$ cat src/rtl/hazard_pkg.sv
// -----------------------------------------------------------------------------
// hazard_pkg
// Shared types and constants for the pipeline hazard controller.
//   state_t         : controller FSM states (RUN, MDU_WAIT)
//   MDU_CYCLES_DEF  : default number of ID-stage stall cycles for mult/div
//   REG_ZERO        : architectural register zero (never a real hazard source)
// -----------------------------------------------------------------------------
package hazard_pkg;

    typedef enum logic [0:0] {
        RUN      = 1'b0,
        MDU_WAIT = 1'b1
    } state_t;

    localparam int MDU_CYCLES_DEF = 4;

    localparam logic [4:0] REG_ZERO = 5'd0;

endpackage

$ cat src/rtl/sat_counter.sv
// -----------------------------------------------------------------------------
// sat_counter
// Saturating up-counter used for hazard statistics. Increments by one on each
// rising clock edge where inc is high and holds at all-ones instead of wrapping.
// Ports:
//   clk   : clock
//   rst   : asynchronous, active-low reset (clears the count)
//   inc   : increment enable
//   count : current count value
// -----------------------------------------------------------------------------
module sat_counter #(
    parameter int WIDTH = 16
) (
    input  logic             clk,
    input  logic             rst,
    input  logic             inc,
    output logic [WIDTH-1:0] count
);

    logic [WIDTH-1:0] count_reg;

    always_ff @(posedge clk or negedge rst) begin
        if (!rst) begin
            count_reg <= '0;
        end else if (inc && (count_reg != '1)) begin
            count_reg <= count_reg + 1'b1;
        end
    end

    assign count = count_reg;

endmodule

$ cat src/rtl/hazard_ctrl.sv
// -----------------------------------------------------------------------------
// hazard_ctrl
// Pipeline hazard controller: detects load-use hazards, sequences multi-cycle
// mult/div stalls and flushes IF/ID + ID/EX on taken branches.
// Ports:
//   clk, rst           : clock, asynchronous active-low reset
//   id_rs, id_rt       : source register fields of the instruction in ID
//   id_use_rs/rt       : ID instruction actually reads rs / rt
//   id_mdu             : ID instruction is mult/div
//   ex_memr, ex_rt     : EX instruction is a load, and its destination
//   ex_branch_taken    : branch in EX resolved taken
//   pc_wr, if_id_wr    : PC / IF-ID write enables   (combinational)
//   if_id_flush        : zero IF/ID                 (combinational)
//   id_ex_stall        : insert bubble into ID/EX   (combinational)
//   id_ex_flush        : flush ID/EX                (combinational)
//   mdu_busy           : registered, high while in MDU_WAIT
//   stall_cnt          : saturating count of cycles with id_ex_stall=1
//   flush_cnt          : saturating count of cycles with id_ex_flush=1
// -----------------------------------------------------------------------------
module hazard_ctrl
    import hazard_pkg::*;
#(
    parameter int MDU_CYCLES = MDU_CYCLES_DEF,
    parameter int CNT_W      = 16
) (
    input  logic             clk,
    input  logic             rst,
    input  logic [4:0]       id_rs,
    input  logic [4:0]       id_rt,
    input  logic             id_use_rs,
    input  logic             id_use_rt,
    input  logic             id_mdu,
    input  logic             ex_memr,
    input  logic [4:0]       ex_rt,
    input  logic             ex_branch_taken,
    output logic             pc_wr,
    output logic             if_id_wr,
    output logic             if_id_flush,
    output logic             id_ex_stall,
    output logic             id_ex_flush,
    output logic             mdu_busy,
    output logic [CNT_W-1:0] stall_cnt,
    output logic [CNT_W-1:0] flush_cnt
);

    localparam logic [7:0] MCNT_LOAD = 8'(MDU_CYCLES - 1);

    state_t     state_reg, state_next;
    logic [7:0] mcnt_reg, mcnt_next;
    logic       grant_reg, grant_next;
    logic       mdu_busy_reg;
    logic       lu;

    // Register zero is hardwired, so a load targeting it never creates a hazard.
    assign lu = ex_memr && (ex_rt != REG_ZERO) &&
                ((id_use_rs && (id_rs == ex_rt)) || (id_use_rt && (id_rt == ex_rt)));

    always_comb begin
        pc_wr       = 1'b1;
        if_id_wr    = 1'b1;
        if_id_flush = 1'b0;
        id_ex_stall = 1'b0;
        id_ex_flush = 1'b0;
        state_next  = state_reg;
        mcnt_next   = mcnt_reg;
        grant_next  = grant_reg;

        if (!rst) begin
            // Hold defaults while in reset; state is being cleared anyway.
            state_next = RUN;
        end else if (ex_branch_taken) begin
            // Branch wins over everything, including an in-flight MDU wait.
            if_id_flush = 1'b1;
            id_ex_flush = 1'b1;
            state_next  = RUN;
            mcnt_next   = 8'd0;
            grant_next  = 1'b0;
        end else if (state_reg == MDU_WAIT) begin
            // Already stalling, so a load-use hazard here needs nothing extra.
            pc_wr       = 1'b0;
            if_id_wr    = 1'b0;
            id_ex_stall = 1'b1;
            mcnt_next   = mcnt_reg - 8'd1;
            if (mcnt_reg == 8'd1) begin
                state_next = RUN;
                grant_next = 1'b1;
            end
        end else if (lu) begin
            pc_wr       = 1'b0;
            if_id_wr    = 1'b0;
            id_ex_stall = 1'b1;
        end else if (grant_reg) begin
            // The mult/div still sitting in ID has served its stall; let it go.
            grant_next = 1'b0;
        end else if (id_mdu) begin
            // First stall cycle is spent here in RUN, the rest in MDU_WAIT.
            pc_wr       = 1'b0;
            if_id_wr    = 1'b0;
            id_ex_stall = 1'b1;
            mcnt_next   = MCNT_LOAD;
            state_next  = MDU_WAIT;
        end
    end

    always_ff @(posedge clk or negedge rst) begin
        if (!rst) begin
            state_reg    <= RUN;
            mcnt_reg     <= 8'd0;
            grant_reg    <= 1'b0;
            mdu_busy_reg <= 1'b0;
        end else begin
            state_reg    <= state_next;
            mcnt_reg     <= mcnt_next;
            grant_reg    <= grant_next;
            mdu_busy_reg <= (state_next == MDU_WAIT);
        end
    end

    assign mdu_busy = mdu_busy_reg;

    // Statistics counters: index 0 counts stall cycles, index 1 flush cycles.
    logic [1:0]       cnt_inc;
    logic [CNT_W-1:0] cnt_val [2];

    assign cnt_inc = {id_ex_flush, id_ex_stall};

    generate
        for (genvar gi = 0; gi < 2; gi++) begin : g_stat
            sat_counter #(
                .WIDTH(CNT_W)
            ) u_cnt (
                .clk  (clk),
                .rst  (rst),
                .inc  (cnt_inc[gi]),
                .count(cnt_val[gi])
            );
        end
    endgenerate

    assign stall_cnt = cnt_val[0];
    assign flush_cnt = cnt_val[1];

endmodule

$ cat config.mk
export PLATFORM = sky130hd
export DESIGN_NAME = hazard_ctrl
export DESIGN_NICKNAME = d
export VERILOG_FILES = /design/src/rtl/hazard_pkg.sv /design/src/rtl/sat_counter.sv /design/src/rtl/hazard_ctrl.sv
export SDC_FILE = /design/constraint.sdc
export NUM_CORES = 1
export LEC_CHECK = 0
export BUFFER_PORTS_ARGS = -buffer_cell sky130_fd_sc_hd__buf_4
export CAP_MARGIN = 30
export CORE_MARGIN = 1
export CORE_UTILIZATION = 50
export CTS_BUF_LIST = sky130_fd_sc_hd__clkbuf_4
export DETAILED_ROUTE_END_ITERATION = 6
export PLACE_DENSITY_LB_ADDON = 0.3
export SYNTH_ARGS = -nofsm -noshare
export SYNTH_HDL_FRONTEND = slang
export SYNTH_SLANG_ARGS = --single-unit
$ cat constraint.sdc
create_clock -name clk -period 7.3 [get_ports clk]
set_clock_uncertainty 0.2 [all_clocks]
set_input_delay 1.46 -clock clk [delete_from_list [all_inputs] [get_ports clk]]
set_output_delay 1.46 -clock clk [all_outputs]
set_load 0.05 [all_outputs]
==> results of run 1 <==
==> through the flow <==
stage,power [mW],util (%),hold WS [ns]
floorplan,0.476,-,0.245
global placement,0.554,62.8,0.266
detailed placement,0.559,62.8,0.276
CTS,0.674,64.1,0.293
global route,0.702,64.1,0.314
finish,0.665,64.1,0.288
==> logic make-up (layout without fill, tap and decap cells) <==
family                     Yosys count  in the layout  share of synthesized area [%]
adders and majority gates            4              4                           2.21
xor gates and xnor gates            36             36                           13.9
and+or+nand+nor                     90             90                           21.9
DFF                                 42             42                           46.5
buffers and inverters               13             75                           2.82
muxes                                6              6                           3.10
AOI/OAI and AO/OA                   31             31                           9.52
==> routing by layer <==
| layer | track usage (%) | vias to the layer above |
|---|---|---|
| met4 | 6.80 | 0 |
| met2 | 33.8 | 61 |
| li1 | - | 914 |
| met5 | 0 | - |
| met1 | 25.8 | 855 |
| met3 | 5.96 | 5 |
==> cell usage in the layout (no fill, tap or decap), drive strengths merged, types with 4 or more instances in the layout <==
cell / instances
a21o: 5
mux2: 5
nand2: 19
xnor2: 23
and3: 10
o21ai: 10
nor2: 6
nor4: 4
xor2: 13
nand4: 12
clkbuf: 5
inv: 8
dfrtp: 42
ha: 4
a21oi: 6
nand3: 11
nor3: 10
buf: 59
==> where the power goes <==
group          leakage [nW]  switching, mW  total [mW]  internal, mW
clock network        0.0286         0.0747       0.111        0.0359
registers             0.559         0.0422       0.306         0.264
logic                 0.767          0.161       0.248        0.0874
==> final cells by class <==
class                   instances  area (sq um)
fillers                       367          1570
inverters                       8          30.0
clock buffers                   5          37.5
clock inverters                 3          16.3
multi-input cells             167          1150
repair buffers                 59           443
well taps                      52          65.1
flip-flops and latches         42          1050
==> final timing paths <==
check | startpoint | endpoint | slack [ns] | cells past startpoint
min in group asynchronous | rst | g_stat[0].u_cnt.count[8]$_DFFE_PN0P_ | 0.88 | 1
setup reg to reg | g_stat[0].u_cnt.count[0]$_DFFE_PN0P_ | g_stat[0].u_cnt.count[15]$_DFFE_PN0P_ | 5.00 | 7
setup / recovery | ex_rt[2] | if_id_wr | 2.31 | 7
max in group asynchronous | rst | mcnt_reg[2]$_DFFE_PN0P_ | 5.65 | 1
hold / removal | mcnt_reg[6]$_DFFE_PN0P_ | mcnt_reg[6]$_DFFE_PN0P_ | 0.29 | 1
hold reg to reg | mcnt_reg[6]$_DFFE_PN0P_ | mcnt_reg[6]$_DFFE_PN0P_ | 0.29 | 1
==> critical path, cell delays in order <==
cell	delay, ns
buf_4	0.13
xor2_1	0.17
nor4_1	0.31
a32oi_1	0.24
o31ai_4	0.64
inv_1	0.14
buf_4	0.23
==> run_results.csv, run 1 <==
group,metric,value,unit
route,top_layer_used,"met4",
route,dr.pass1.iters,4,
route,vias,1835,
route,wl_met3,315,um
clock_network,clk_pin_slew,0.12,ns
clock_network,root_buffer,"clkbuf_4",
placement,dp_hpwl,3.32,mm
route,antenna_left,0,
synthesis,synth_cells,222,
synthesis,ys_ff_latch,42,
sta,period_minus_slack,4.99,ns
route,drt-met1-wl,2.07,mm
sta,slew-limit-headroom,55.3,%
floorplanning,dieArea,0.00479,sq mm
synthesis,synth_commonest_cells,"dfrtp_1, xnor2_1, nand2_1",
grt,grt_pass1_wl,7.82,mm
grt,grt_pass1_vias,1730,
route,wl_met2,2.11,mm
grt,antenna_found_initial,0,
route,wl_per_cell,13.5,um
sta,tns,0,ns
floorplanning,core_area,0.00435,sq mm
placement,place.gp.congestion,0.845,
synthesis,netlist_area,0.00226,sq mm
synthesis,yosysTopAreaCell,"dfrtp_1",
synthesis,syn_avg_cell_area,10.2,sq um
worst_setup_path,crit_path_end_kind,"output pin",
grt,grt_usage,20.5,%
sta,fmax,201,MHz
placement,placed_area,0.00274,sq mm
worst_setup_path,worstPathArrival,3.33,ns
power,power.leakage,1.36,nW
cells_and_area,drive_above_1_share,26.8,%
synthesis,synth_nets,248,
cells_and_area,largest_reg_flops,32,
synthesis,synth_edf_count,0,
placement,dp_slack,2.31,ns
power,vdd_ir_drop_max,0.223,mV
worst_setup_path,crit_type,"in -> out",
sta,drv_slew,0,
synthesis,synth-main-ff-cell,"dfrtp_1",
synthesis,synth.distinct_cells,43,
grt,grt_max_degree,47,
sta,rsz0062_at_grt,"false",
grt,globalRouteOverflowTotal,0,
floorplanning,die_x,69.2,um
synthesis,ys_seq_area_share,46.5,%
route,drt-total-wl,4.55,mm
worst_setup_path,cp_max_fo,18,
run_status,status,"completed",
synthesis,yosysWarnings,0,
worst_setup_path,critical_path_required,5.64,ns
floorplanning,start_util,51.9,%
clock_network,numClockSinks,42,
worst_setup_path,start_kind,"primary input",
synthesis,synth.area.top_cells,"dfrtp_1, xnor2_1, xor2_1",
placement,portBuffers,59,
cells_and_area,layout.cells.non_filler,336,
clock_network,htree_levels,2,
floorplanning,rows,24,
clock_network,postCtsSetupBuffers,0,
sta,tightest_slew,0.670,ns
worst_hold_path,hold_path.class,"reg -> reg",
synthesis,synth_top_cell_area_share,46.5,%
cells_and_area,fin_area,0.00279,sq mm
floorplanning,io_pins,60,
cells_and_area,nNetsFinal,309,
synthesis,yosysMostFrequentCell,"dfrtp_1",
power,cellPowerDensity,238,mW/mm^2
clock_network,cts_made_buffers,5,
clock_network,clockBufferDepth,2,
floorplanning,die_y,69.2,um
clock_network,postCtsHoldBufs,0,
route,drtIter0Drc,92,
clock_network,insertion_delay,0.35,ns
synthesis,async_reset_ff_share,100,%
cells_and_area,diodes,0,
cells_and_area,area_delta_synth_final,23.4,%
job,cap_violations,0,
route,vias_per_cell,5.46,
clock_network,cts_tree,"built",
sta,finalHoldViolCount,0,
placement,dp_cells,328,
route,drc,0,
sta,finalSetupViolations,0,
clock_network,postCtsResizedCells,0,
sta,setup_slack,2.31,ns
sta,period_share,68.3,%
(Power assumes the default switching activity.)
==> run 2: changes to the inputs <==
==> constraint.sdc (replaced) <==
create_clock -name clk -period 4.67 [get_ports clk]
set_clock_uncertainty 0.2 [all_clocks]
set_input_delay 0.934 -clock clk [delete_from_list [all_inputs] [get_ports clk]]
set_output_delay 0.934 -clock clk [all_outputs]
set_load 0.05 [all_outputs]
==> run_results.csv, run 2 (same netlist as run 1, synthesis figures left out) <==
group,metric,value,unit
run_status,status,"completed",
route,vias,1855,
placement,dp_hpwl,3.37,mm
worst_hold_path,hold_path.class,"in -> async",
clock_network,cts_tree,"built",
worst_setup_path,cp_slowest_cell,"nor4_1",
cells_and_area,largest_reg_flops,32,
clock_network,postCtsSetupBuffers,0,
grt,grt_max_degree,37,
floorplanning,io_pins,60,
clock_network,clk_pin_slew,0.12,ns
floorplanning,die_x,69.2,um
sta,tightest_slew,0.542,ns
cells_and_area,diodes,0,
route,dr.pass1.iters,4,
grt,grt_pass1_vias,1789,
worst_setup_path,crit_path_end_kind,"output pin",
cells_and_area,nNetsFinal,311,
floorplanning,start_util,51.9,%
worst_setup_path,crit_type,"in -> out",
placement,portBuffers,59,
grt,grt_pass1_wl,8.08,mm
power,vdd_ir_drop_max,0.298,mV
sta,slew-limit-headroom,63.7,%
floorplanning,core_area,0.00435,sq mm
sta,tns,0,ns
worst_setup_path,start_kind,"primary input",
cells_and_area,mostFrequentLayoutCells,"buf_4, dfrtp_1, xnor2_1, nand2_1, xor2_1",
sta,finalSetupViolations,0,
sta,period_share,76.9,%
power,total_power,1.09,mW
route,drtIter0Drc,64,
cells_and_area,fin_util,64.8,%
worst_setup_path,path_cells,"buf_4, xor2_1, nor4_1, a32oi_1, o31ai_4, buf_4, inv_1, buf_4",
clock_network,htree_levels,2,
worst_setup_path,worstPathArrival,2.46,ns
route,drc,0,
floorplanning,dieArea,0.00479,sq mm
cells_and_area,layout.cells.non_filler,337,
worst_setup_path,critical_path_required,3.54,ns
job,cap_violations,0,
route,vias_per_cell,5.50,
sta,fmax,278,MHz
route,wl_per_cell,13.6,um
cells_and_area,area_delta_synth_final,24.8,%
clock_network,postCtsHoldBufs,0,
cells_and_area,layout_commonest_cell,"buf_4",
route,drt-total-wl,4.57,mm
sta,period_minus_slack,3.59,ns
grt,globalRouteOverflowTotal,0,
sta,whs,0.180,ns
power,power.leakage,1.38,nW
cells_and_area,drive_above_1_share,27.0,%
grt,antenna_found_initial,0,
sta,finalHoldViolCount,0,
sta,drv_slew,0,
route,antenna_left,0,
worst_setup_path,cp_max_fo,18,
placement,dp_cells,330,
clock_network,root_buffer,"clkbuf_4",
worst_setup_path,max_stage_delay,0.27,ns
clock_network,postCtsResizedCells,0,
sta,rsz0062_at_grt,"false",
clock_network,numClockSinks,42,
power,cellPowerDensity,387,mW/mm^2
placement,place.gp.congestion,0.815,
clock_network,clockBufferDepth,2,
floorplanning,die_y,69.2,um
worst_setup_path,cpMostUsedCell,"buf_4",
grt,grt_usage,21.1,%
floorplanning,rows,24,
clock_network,cts_made_buffers,5,
clock_network,insertion_delay,0.36,ns
run 2: report_power, final:
part	internal, mW	switching (mW)
Combinational	0.137	0.252
Clock	0.108	0.116
Sequential	0.412	0.0660
run 2: critical path, delay by kind of cell:
| kind | cells | cell delay (ns) |
|---|---|---|
| compound gates | 2 | 0.46 |
| xor+xnor | 1 | 0.15 |
| buf+inv | 4 | 0.63 |
| simple gates | 1 | 0.27 |
run 2: worst paths after layout:
| kind | startpoint | endpoint | slack (ns) | cells past startpoint |
|---|---|---|---|---|
| worst max-delay path | ex_rt[3] | if_id_wr | 1.08 | 8 |
| worst min-delay path | rst | mdu_busy$_DFF_PN0_ | 0.18 | 1 |
| worst max register to register | g_stat[0].u_cnt.count[0]$_DFFE_PN0P_ | g_stat[0].u_cnt.count[1]$_DFFE_PN0P_ | 2.41 | 7 |
| worst min register to register | mcnt_reg[6]$_DFFE_PN0P_ | mcnt_reg[6]$_DFFE_PN0P_ | 0.28 | 1 |
| max in group asynchronous | rst | g_stat[1].u_cnt.count[2]$_DFFE_PN0P_ | 3.42 | 2 |
| min in group clk | mcnt_reg[6]$_DFFE_PN0P_ | mcnt_reg[6]$_DFFE_PN0P_ | 0.28 | 1 |
run 2: area by class of cell:
| type | instances | area (sq um) |
|---|---|---|
| clock buffers | 5 | 37.5 |
| clock inverters | 2 | 33.8 |
| fillers | 363 | 1530 |
| flip-flops and latches | 42 | 1050 |
| well taps | 52 | 65.1 |
| repair buffers | 61 | 458 |
| multi-input cells | 167 | 1150 |
| inverters | 8 | 30.0 |
run 2: stage by stage:
step / worst slack [ns] / instance area (sq um)
final: 1.08 / 2820
after CTS: 1.07 / 2820
after floorplan: 0.871 / 2260
after global routing: 0.964 / 2820
after global placement: 1.08 / 2750
after detailed placement: 1.07 / 2750
run 2: metal layers:
metal  part of all wire, %  GRT usage [%]  up-vias  wire [um]
met4                   1.8           10.2        0         83
met3                   5.5           4.51        7        253
met1                    47           26.8      875       2140
met5                     0              0        -          0
met2                    46           34.2       59       2090
li1                      -              -      914          -
